--- src/rtl/antic_dlist_sequencer_pkg.sv ---
// Shared definitions for the ANTIC display-list sequencer: FSM states,
// instruction field positions, mode constants and playfield width codes.
package antic_dlist_sequencer_pkg;

  typedef enum logic [2:0] {
    ST_WAIT_VB  = 3'd0,
    ST_FETCH_IR = 3'd1,
    ST_FETCH_LO = 3'd2,
    ST_FETCH_HI = 3'd3,
    ST_EMIT     = 3'd4
  } state_t;

  // Instruction register field positions
  localparam int unsigned IR_DLI_BIT = 7;
  localparam int unsigned IR_LMS_BIT = 6;
  localparam int unsigned IR_VS_BIT  = 5;
  localparam int unsigned IR_HS_BIT  = 4;

  localparam logic [3:0] MODE_BLANK = 4'h0;
  localparam logic [3:0] MODE_JUMP  = 4'h1;

  typedef enum logic [1:0] {
    PF_OFF    = 2'b00,
    PF_NARROW = 2'b01,
    PF_NORMAL = 2'b10,
    PF_WIDE   = 2'b11
  } pf_width_t;

  // Byte-count families, named by their normal-width byte count
  typedef enum logic [1:0] {
    BW_NONE = 2'd0,
    BW_40   = 2'd1,
    BW_20   = 2'd2,
    BW_10   = 2'd3
  } byte_class_t;

  // True when the instruction carries a two-byte operand (jump or LMS)
  function automatic logic needs_operand(input logic [7:0] ir);
    return (ir[3:0] == MODE_JUMP) ||
           ((ir[3:0] >= 4'h2) && ir[IR_LMS_BIT]);
  endfunction

endpackage

--- src/rtl/antic_dlist_sequencer_mode_lut.sv ---
// Combinational mode decoder: scan lines per instruction and memory bytes
// consumed per mode line for the current playfield width.
module antic_mode_lut
  import antic_dlist_sequencer_pkg::*;
(
  input  logic [3:0] mode,
  input  logic [2:0] ir_hi,
  input  logic [1:0] pf_width,
  output logic [4:0] lines_per_instr,
  output logic [5:0] bytes_per_line
);

  byte_class_t cls;

  // Decode line count and byte family from the mode nibble
  always_comb begin
    lines_per_instr = 5'd1;
    cls             = BW_NONE;
    case (mode)
      4'h0: lines_per_instr = {2'b00, ir_hi} + 5'd1;
      4'h1: lines_per_instr = 5'd1;
      4'h2: begin lines_per_instr = 5'd8;  cls = BW_40; end
      4'h3: begin lines_per_instr = 5'd10; cls = BW_40; end
      4'h4: begin lines_per_instr = 5'd8;  cls = BW_40; end
      4'h5: begin lines_per_instr = 5'd16; cls = BW_40; end
      4'h6: begin lines_per_instr = 5'd8;  cls = BW_20; end
      4'h7: begin lines_per_instr = 5'd16; cls = BW_20; end
      4'h8: begin lines_per_instr = 5'd8;  cls = BW_10; end
      4'h9: begin lines_per_instr = 5'd4;  cls = BW_10; end
      4'hA: begin lines_per_instr = 5'd4;  cls = BW_20; end
      4'hB: begin lines_per_instr = 5'd2;  cls = BW_20; end
      4'hC: begin lines_per_instr = 5'd1;  cls = BW_20; end
      4'hD: begin lines_per_instr = 5'd2;  cls = BW_40; end
      4'hE: begin lines_per_instr = 5'd1;  cls = BW_40; end
      default: begin lines_per_instr = 5'd1; cls = BW_40; end
    endcase
  end

  // Scale the byte family by playfield width
  always_comb begin
    bytes_per_line = '0;
    case (pf_width)
      PF_NARROW: begin
        case (cls)
          BW_40:   bytes_per_line = 6'd32;
          BW_20:   bytes_per_line = 6'd16;
          BW_10:   bytes_per_line = 6'd8;
          default: bytes_per_line = '0;
        endcase
      end
      PF_NORMAL: begin
        case (cls)
          BW_40:   bytes_per_line = 6'd40;
          BW_20:   bytes_per_line = 6'd20;
          BW_10:   bytes_per_line = 6'd10;
          default: bytes_per_line = '0;
        endcase
      end
      PF_WIDE: begin
        case (cls)
          BW_40:   bytes_per_line = 6'd48;
          BW_20:   bytes_per_line = 6'd24;
          BW_10:   bytes_per_line = 6'd12;
          default: bytes_per_line = '0;
        endcase
      end
      default: bytes_per_line = '0;
    endcase
  end

endmodule

--- src/rtl/antic_dlist_sequencer.sv ---
// ANTIC display-list sequencer: fetches instructions and operands over a
// req/ack DMA port, emits one descriptor per scan line, advances the MSR
// per mode line and raises display-list interrupts.
module antic_dlist_sequencer
  import antic_dlist_sequencer_pkg::*;
#(
  parameter int unsigned ADDR_W          = 16,
  parameter int unsigned DLIST_WRAP_BITS = 10,
  parameter int unsigned MSR_WRAP_BITS   = 12
) (
  input  logic              Fphi0,
  input  logic              RST,
  input  logic              vblank,
  input  logic [ADDR_W-1:0] dlist_start,
  input  logic [1:0]        pf_width,
  output logic              dma_req,
  output logic [ADDR_W-1:0] dma_addr,
  input  logic              dma_ack,
  input  logic [7:0]        dma_data,
  output logic              line_valid,
  input  logic              line_rdy,
  output logic [3:0]        line_mode,
  output logic [3:0]        line_scan,
  output logic              line_last,
  output logic              line_hs,
  output logic              line_vs,
  output logic [ADDR_W-1:0] line_msr,
  output logic              dli_req,
  output logic [ADDR_W-1:0] dlist_ptr,
  output logic              idle
);

  localparam logic [ADDR_W-1:0] PTR_MASK = {ADDR_W{1'b1}} >> (ADDR_W - DLIST_WRAP_BITS);
  localparam logic [ADDR_W-1:0] MSR_MASK = {ADDR_W{1'b1}} >> (ADDR_W - MSR_WRAP_BITS);

  state_t            state_q, state_d;
  logic [7:0]        ir_q, ir_d;
  logic [7:0]        op_lo_q, op_lo_d;
  logic [ADDR_W-1:0] ptr_q, ptr_d;
  logic [ADDR_W-1:0] msr_q, msr_d;
  logic [3:0]        scan_q, scan_d;
  logic              dma_req_q, dma_req_d;
  logic              line_valid_q, line_valid_d;
  logic              dli_q, dli_d;
  logic              vblank_q, vblank_d;

  logic [4:0]        lines_per_instr;
  logic [5:0]        bytes_per_line;
  logic              vb_edge, ack, accept, is_jump, scan_last;
  logic [ADDR_W-1:0] ptr_inc, msr_next, operand;

  antic_mode_lut u_mode_lut (
    .mode            (ir_q[3:0]),
    .ir_hi           (ir_q[6:4]),
    .pf_width        (pf_width),
    .lines_per_instr (lines_per_instr),
    .bytes_per_line  (bytes_per_line)
  );

  // Derived control terms shared by the next-state logic and outputs
  always_comb begin
    vb_edge   = vblank & ~vblank_q;
    ack       = dma_req_q & dma_ack;
    accept    = line_valid_q & line_rdy;
    is_jump   = (ir_q[3:0] == MODE_JUMP);
    scan_last = ({1'b0, scan_q} == (lines_per_instr - 5'd1));
    ptr_inc   = (ptr_q & ~PTR_MASK) | ((ptr_q + ADDR_W'(1)) & PTR_MASK);
    msr_next  = (msr_q & ~MSR_MASK) | ((msr_q + ADDR_W'(bytes_per_line)) & MSR_MASK);
    operand   = ADDR_W'({dma_data, op_lo_q});
  end

  // Next-state logic; a vblank rising edge overrides every other event
  always_comb begin
    state_d      = state_q;
    ir_d         = ir_q;
    op_lo_d      = op_lo_q;
    ptr_d        = ptr_q;
    msr_d        = msr_q;
    scan_d       = scan_q;
    dma_req_d    = dma_req_q;
    line_valid_d = line_valid_q;
    dli_d        = 1'b0;
    vblank_d     = vblank;

    if (vb_edge) begin
      ptr_d        = dlist_start;
      state_d      = ST_FETCH_IR;
      dma_req_d    = 1'b1;
      line_valid_d = 1'b0;
      scan_d       = '0;
    end else begin
      case (state_q)
        ST_WAIT_VB: begin
          dma_req_d    = 1'b0;
          line_valid_d = 1'b0;
        end
        ST_FETCH_IR: if (ack) begin
          ir_d  = dma_data;
          ptr_d = ptr_inc;
          if (needs_operand(dma_data)) begin
            state_d = ST_FETCH_LO;
          end else begin
            state_d      = ST_EMIT;
            dma_req_d    = 1'b0;
            line_valid_d = 1'b1;
            scan_d       = '0;
          end
        end
        ST_FETCH_LO: if (ack) begin
          op_lo_d = dma_data;
          ptr_d   = ptr_inc;
          state_d = ST_FETCH_HI;
        end
        ST_FETCH_HI: if (ack) begin
          if (is_jump) begin
            ptr_d = operand;
          end else begin
            msr_d = operand;
            ptr_d = ptr_inc;
          end
          state_d      = ST_EMIT;
          dma_req_d    = 1'b0;
          line_valid_d = 1'b1;
          scan_d       = '0;
        end
        ST_EMIT: if (accept) begin
          if (scan_last) begin
            line_valid_d = 1'b0;
            msr_d        = msr_next;
            dli_d        = ir_q[IR_DLI_BIT];
            if (is_jump && ir_q[IR_LMS_BIT]) begin
              state_d = ST_WAIT_VB;
            end else begin
              state_d   = ST_FETCH_IR;
              dma_req_d = 1'b1;
            end
          end else begin
            scan_d = scan_q + 4'd1;
          end
        end
        default: begin
          state_d      = ST_WAIT_VB;
          dma_req_d    = 1'b0;
          line_valid_d = 1'b0;
        end
      endcase
    end
  end

  // State registers with synchronous active-high reset
  always_ff @(posedge Fphi0) begin
    if (RST) begin
      state_q      <= ST_WAIT_VB;
      ir_q         <= '0;
      op_lo_q      <= '0;
      ptr_q        <= '0;
      msr_q        <= '0;
      scan_q       <= '0;
      dma_req_q    <= 1'b0;
      line_valid_q <= 1'b0;
      dli_q        <= 1'b0;
      vblank_q     <= 1'b0;
    end else begin
      state_q      <= state_d;
      ir_q         <= ir_d;
      op_lo_q      <= op_lo_d;
      ptr_q        <= ptr_d;
      msr_q        <= msr_d;
      scan_q       <= scan_d;
      dma_req_q    <= dma_req_d;
      line_valid_q <= line_valid_d;
      dli_q        <= dli_d;
      vblank_q     <= vblank_d;
    end
  end

  // Outputs; request and valid are masked in the vblank edge cycle so an
  // in-flight fetch or descriptor is withdrawn immediately
  always_comb begin
    dma_req    = dma_req_q & ~vb_edge;
    dma_addr   = ptr_q;
    line_valid = line_valid_q & ~vb_edge;
    line_mode  = (line_valid_q && !is_jump) ? ir_q[3:0] : MODE_BLANK;
    line_scan  = line_valid_q ? scan_q : '0;
    line_last  = line_valid_q & scan_last;
    line_hs    = line_valid_q & ir_q[IR_HS_BIT];
    line_vs    = line_valid_q & ir_q[IR_VS_BIT];
    line_msr   = line_valid_q ? msr_q : '0;
    dli_req    = dli_q;
    dlist_ptr  = ptr_q;
    idle       = (state_q == ST_WAIT_VB);
  end

endmodule

--- config.mk ---
export PLATFORM = sky130hd
export DESIGN_NAME = antic_dlist_sequencer
export DESIGN_NICKNAME = d
export VERILOG_FILES = /design/src/rtl/antic_dlist_sequencer_pkg.sv /design/src/rtl/antic_dlist_sequencer_mode_lut.sv /design/src/rtl/antic_dlist_sequencer.sv
export SDC_FILE = /design/constraint.sdc
export NUM_CORES = 1
export LEC_CHECK = 0
export BUFFER_PORTS_ARGS = -buffer_cell sky130_fd_sc_hd__buf_2
export CAP_MARGIN = 20
export CORE_UTILIZATION = 47
export CTS_BUF_LIST = sky130_fd_sc_hd__clkbuf_16
export DETAILED_ROUTE_END_ITERATION = 8
export PLACE_DENSITY = 0.69
export RECOVER_POWER = 25
export SETUP_SLACK_MARGIN = 0.5
export SLEW_MARGIN = 20
export SYNTH_ARGS = -nofsm -noshare
export SYNTH_HDL_FRONTEND = slang
export SYNTH_SLANG_ARGS = --single-unit
--- constraint.sdc ---
create_clock -name Fphi0 -period 3.9 [get_ports Fphi0]
set_input_delay 0.78 -clock Fphi0 [delete_from_list [all_inputs] [get_ports Fphi0]]
set_output_delay 0.78 -clock Fphi0 [all_outputs]
set_load 0.02 [all_outputs]
==> results.md, run 1 <==
- Largest fanout on the critical path: 7
- Clock tree buffer depth: 2
- Layout cells sized above 1: 0.206
- I/O Pins: between 90 and 100
- Initial antenna violation count: 0
- Synthesized Nets: roughly 570
- Leakage Power: 0.00198 µW
- Vias in the first global route: roughly 3500
- Critical path startpoint: ir_q[4]
- CTS Hold Bufs: 0
- Clock skew: around 7 ps
- Clock latency on the worst-skew pair: ~330 ps
- FF-to-FF path depth: 14
- Worst R2R End: msr_q[10]
- Status: complete, no violations
- Fmax: between 300 and 400 MHz
- Post-DP HPWL: ~8000 µm
- Hold Fails Final Rpt: 0
- CP arrival: roughly 2500 ps
- Crit share post-route: 0.848
- Final setup vio count: 0
- Finished Cell Area: between 4000 and 5000 µm²
- Die area: between 9000 and 10000 µm²
- Port bufs: 93
- Core area: roughly 8300 µm²
- RR Startpoint: ir_q[2]
- Sequential share of the synthesized area: 0.291
- Antenna Cells: 0
- Fin crit period: approximately 3300 ps
- CP startpoint kind: flip-flop
- Power density over the cells: between 300 and 400 nW/µm²
- Post-Syn Area: a little over 4000 µm²
- RSZ-0062 raised after global routing: no
- DR vias/cell: about 5.8
- Leading post-synthesis cells by cell area: dfxtp_1 (29%), mux2i_1 (6.4%), nand2_1 (5.7%), nor2_1 (5.6%), and2_1 (5.2%)
- Routed len/inst: about 16 µm
- Routed vias: about 4000
- Most used DFF post-synth: dfxtp_1
- Mapped Cells: approximately 520
- Final nets: roughly 630
- CP Capture Point: line_last
- Post-synth top area cell: dfxtp_1
- First-pass GRT wire length: ~18000 µm
- DR iter-0 viols: 300
- CP Capture Type: output pin
- CTS Root Cell: clkbuf_16
- # DRC: 0
- Max-slew violations: 0
- Overall power: between 1500 and 2000 µW
- FFs w/ async S/R, synth: 0
- Area growth from synthesis to layout: 18.7%
- Final TNS setup: 0 ps
- CTS tree: yes
- GRT Overall Usage: 0.257
- Hold path depth: 2
- Worst-Margin Slew: around 1300 ps
- R2R setup slack: between 700 and 800 ps
- Total grt overflow: 0
- Max_cap viols: 0
- Drt first pass iters: 5
- Crit Path Class: flip-flop to output pin
- Max_slew headroom: 0.164
- Synth cell types: 64
- Drt total wl: 11500 µm
- CTS buffer count: 9
- H-tree Lvls: 3
- Post-Syn Area per Cell: about 7.8 µm²
- Largest net degree at the start of global routing: 33
- Cell Area, Placed: approximately 4500 µm²
- Initial core utilization: 0.489
- Sinks on Clock Net: 59
- FF+latch count, synth: between 50 and 60
- Post-synth top cells: nand2_1 (62), nor2_1 (61), dfxtp_1 (59)
- Final ANT Viol Nets: 0
- Worst min path class: flip-flop to flip-flop
- Ys Warns: 0
- EDFF count, synth: 0
- WP data required: 3120 ps
- WHS: about 450 ps
- Worst vdd rail ir drop: 0.000227 V
- Worst-path clk slew: 60 ps
- Row count: 33
- Die H: 94.9 µm
- Most common cell in the netlist: nand2_1
- Post-synth top area share: 0.291
- Die width: about 95 µm
- Placer Congestion: 0.907
critical path, stage by stage (launching register included):
cell     delay [ps]
dfxtp_2         360
ha_1            220
xor2_1          160
o31a_1          270
or4_1           530
a21o_1          220
a21oi_4         150
and2_1          140
buf_2           160
worst min-delay path by stage:
stage                  start        to  slack [ps]
floorplan            ir_q[7]   dli_req         420
global placement    msr_q[0]  msr_q[0]         440
detailed placement  msr_q[0]  msr_q[0]         440
CTS                 msr_q[0]  msr_q[0]         450
global route        msr_q[0]  msr_q[0]         470
finish              msr_q[0]  msr_q[0]         450
layer usage:
layer	global-route usage	routed length, µm	up-vias
met1	0.353	5240	1905
met5	0	0	-
met3	0.0403	791	21
met4	0.0896	221	0
met2	0.408	5220	169
li1	-	-	1982
cell usage in the layout, fill, tap and decap left out, types with 11 or more instances in the layout:
cell type  count
buf_2         64
nand2_1       62
nor2_1        61
dfxtp_1       53
and2_1        34
clkbuf_1      30
mux2i_1       26
a21oi_1       25
o21ai_0       16
nand3_1       13
buf_4         13
inv_1         12
nor2b_1       11
a211oi_1      11
through the flow:
step,worst slack (ps),util,std cells
2_1_floorplan,707,-,523
3_3_place_gp,405,0.539,680
3_5_place_dp,369,0.539,680
4_1_cts,530,0.577,696
5_1_grt,503,0.581,701
6_report,591,0.581,701
what timing repair did:
item / in CTS / in global routing
resized for setup: 8 / 10
hold endpoints to repair: 0 / 0
setup buffers: 0 / 5
setup endpoints to repair: 2 / 7
pin swaps: 0 / 3
layout make-up:
class / instances / area, µm²
clock buffers: 9 / 225
clock inverters: 7 / 68.8
fillers: 778 / 3480
inverters: 12 / 45.0
multi-input cells: 402 / 2620
flip-flops and latches: 59 / 1200
well taps: 105 / 131
repair buffers: 107 / 531
report_power, final:
group | internal (µW) | leakage (µW) | switching (µW)
combinational | 86.0 | 0.00136 | 167
sequential | 619 | 0.000484 | 27.5
clock | 492 | 0.000137 | 296
flip-flops by register name, summed over array words and instances, names as in the netlist, 3 cells and up:
signal / flops
op_lo_q: 8
scan_q: 4
ir_q: 8
dlist_ptr: 16
msr_q: 16
state_q: 3
cell families (layout without fill, tap and decap cells):
kind of cell | after synthesis | in the layout | synth area share
adders and majority gates | 11 | 11 | 0.0358
and+or+nand+nor | 221 | 221 | 0.267
muxes | 30 | 30 | 0.0752
xor gates and xnor gates | 19 | 19 | 0.0410
buffers and inverters | 62 | 135 | 0.0749
DFF | 59 | 59 | 0.291
AOI/OAI and AO/OA | 121 | 121 | 0.215
No activity file was read; power rests on OpenSTA's default activity.
==> run 2: changes to the inputs <==
- PLACE_DENSITY: 0.69 -> 0.72
- clock period: 3.9 -> 2.8 ns (I/O delays scaled with it)
==> run 2 against run 1 <==
  * The run now ends with setup timing left
  * Combinational power rose by 100%
  * Global-route usage is 2.2 points higher
  * Worst hold slack improved by 2.4 ps
  * Clock skew is 2.5 ps higher
  * Power is 44% higher
  * Die area stayed put
  * Clock-buffer cell count stayed put
==> results.md, run 2 (synthesis gave the netlist of run 1 again) <==
- Status: complete, but fails checks
- Failing checks: setup timing
- Layout cells sized above 1: 0.346 (+0.140)
- # DRC: 0 (unchanged)
- I/O Pins: 94 (unchanged)
- RR Startpoint: ir_q[2]
- Worst min path class: flip-flop to flip-flop
- Clock tree buffer depth: 2 (unchanged)
- Hold Fails Final Rpt: 0 (unchanged)
- Row count: 33 (unchanged)
- Area growth from synthesis to layout: 39.9%
- Util after Layout: 0.684 (+0.103)
- CP arrival: 2430 ps (-100 ps)
- CP startpoint kind: flip-flop
- Final nets: 684 (+8.1%)
- Finished Cell Area: 5680 µm² (+18%)
- Overall power: 2430 µW (+44%)
- CTS Hold Bufs: 0 (unchanged)
- R2R setup slack: -130 ps (-870 ps)
- Worst-Margin Slew: 809 ps (-446 ps)
- Initial antenna violation count: 0 (unchanged)
- Crit Path Class: flip-flop to output pin
- Die width: 94.9 µm (unchanged)
- CTS tree: yes
- Worst vdd rail ir drop: 0.000304 V (+34%)
- Fin crit period: approximately 3000 ps
- Antenna Cells: 0 (unchanged)
- Crit share post-route: 1.07
- Final setup vio count: 7 (+7)
- Die area: 9010 µm² (unchanged)
- Total grt overflow: 0 (unchanged)
- Clock skew: 9.38 ps (+2.52 ps)
- WP data required: 2240 ps (-880 ps)
- Worst-path clk slew: 60 ps (about the same)
- Drt total wl: 12600 µm (+10%)
- Switch share: 0.307 (+0.0163)
- Sinks on Clock Net: 59 (unchanged)
- Cell Area, Placed: 4770 µm² (+6.8%)
- Die H: 94.9 µm (unchanged)
- Max_cap viols: 0 (unchanged)
- H-tree Lvls: 3 (unchanged)
- Net Switching: 746 µW (+52%)
- Leakage Power: 0.00233 µW (+18%)
- Most frequent cells in the layout: buf_2 (65), nand2_1 (60), nor2_1 (55)
- DR iter-0 viols: 199 (-34%)
- Clock power share: 0.422 (-0.045)
- CP Capture Type: output pin
- Setup ws final: -191 ps (-783 ps)
- GRT Overall Usage: 0.280 (+0.0222)
- RSZ-0062 raised after global routing: yes
- Max_slew headroom: 0.461 (+0.297)
- Power density over the cells: 428 nW/µm² (+22%)
- Start point of the worst min-delay path: msr_q[12]
- Final ANT Viol Nets: 0 (unchanged)
- Drt first pass iters: 4 (-1)
- Largest fanout on the critical path: 4 (-3)
- Routed vias: 4385 (+7.6%)
- CTS Root Cell: clkbuf_16
- Largest net degree at the start of global routing: 52 (+58%)
- Sequential share of power: 0.370 (-0.013)
- First-pass GRT wire length: 19500 µm (+9.1%)
- Vias in the first global route: 4049 (+14%)
- Worst R2R End: msr_q[8]
- Worst Hold Path EP: msr_q[12]
- Fmax: between 300 and 400 MHz
- Post-DP HPWL: 8330 µm (+4.5%)
- Final TNS setup: -623 ps (-623 ps)
- CTS buffer count: 9 (unchanged)
- Initial core utilization: 0.489 (unchanged)
- Placer Congestion: 0.916 (+0.99%)
- Clock latency on the worst-skew pair: 330 ps (about the same)
- Routed len/inst: 16.8 µm (+2.8%)
- DR vias/cell: 5.83 (+0.26%)
- Pre-CTS WS: -123 ps (-492 ps)
- Most common cell after layout, fill and taps aside: buf_2
- Max-slew violations: 0 (unchanged)
- Int Power: 1680 µW (+41%)
- Hold path depth: 2 (unchanged)
- Power share of the combinational group: 0.208 (+0.058)
- Core area: 8300 µm² (unchanged)
- FF-to-FF path depth: 16 (+2)
- Port bufs: 93 (unchanged)
## run 2: critical path, cell delays in order, from the launching register on
cell and delay, ps:
dfxtp_4 380, buf_6 130, buf_4 120, nor2_2 110, buf_4 140, nor2b_1 70
or4_4 500, a21o_1 210, a21oi_4 170, and2_4 160, buf_6 110
## run 2: how the worst max path moves through the flow
stage	startpoint	endpoint	slack, ps
floorplan	ir_q[0]	line_last	130
global placement	ir_q[1]	msr_q[8]	30
detailed placement	ir_q[1]	msr_q[8]	-120
CTS	ir_q[2]	line_last	-140
global route	ir_q[2]	msr_q[8]	-280
finish	ir_q[2]	line_last	-190
## run 2: area by class of cell
cell class	count	area, µm²
multi-input cells	402	2980
fillers	664	2620
flip-flops and latches	59	1200
repair buffers	158	1040
clock buffers	9	225
well taps	105	131
clock inverters	7	51.3
inverters	12	45.0
## run 2: routing by layer
layer  share of wire  track usage  vias to the layer above  routed length [µm]
li1                -            -                     2086                   -
met1            0.42        0.350                     2089                5330
met4           0.027        0.115                        0                 347
met5               0            0                        -                   0
met3           0.062       0.0507                       33                 788
met2            0.49        0.471                      177                6180
## run 2: repair_timing
action                                  4_1_cts  5_1_grt
setup buffers                                23        6
pin swaps                                    23       29
resized for setup                            55       35
endpoints found under the setup margin       21       29
endpoints found under the hold margin         0        0
## run 2: power by group through the flow
| stage | combinational [µW] | sequential, µW | clock, µW |
|---|---|---|---|
| 6_report | 506 | 899 | 1020 |
| 5_1_grt | 537 | 903 | 1070 |
| 4_1_cts | 481 | 896 | 1030 |
| 3_5_place_dp | 383 | 918 | 0 |
| 3_3_place_gp | 375 | 917 | 0 |
| 2_1_floorplan | 247 | 931 | 0 |
## run 2: through the flow
stage / cells / hold slack [ps]
detailed placement: 707 / 447
floorplan: 523 / 421
CTS: 746 / 455
finish: 752 / 454
global placement: 707 / 441
global route: 752 / 468
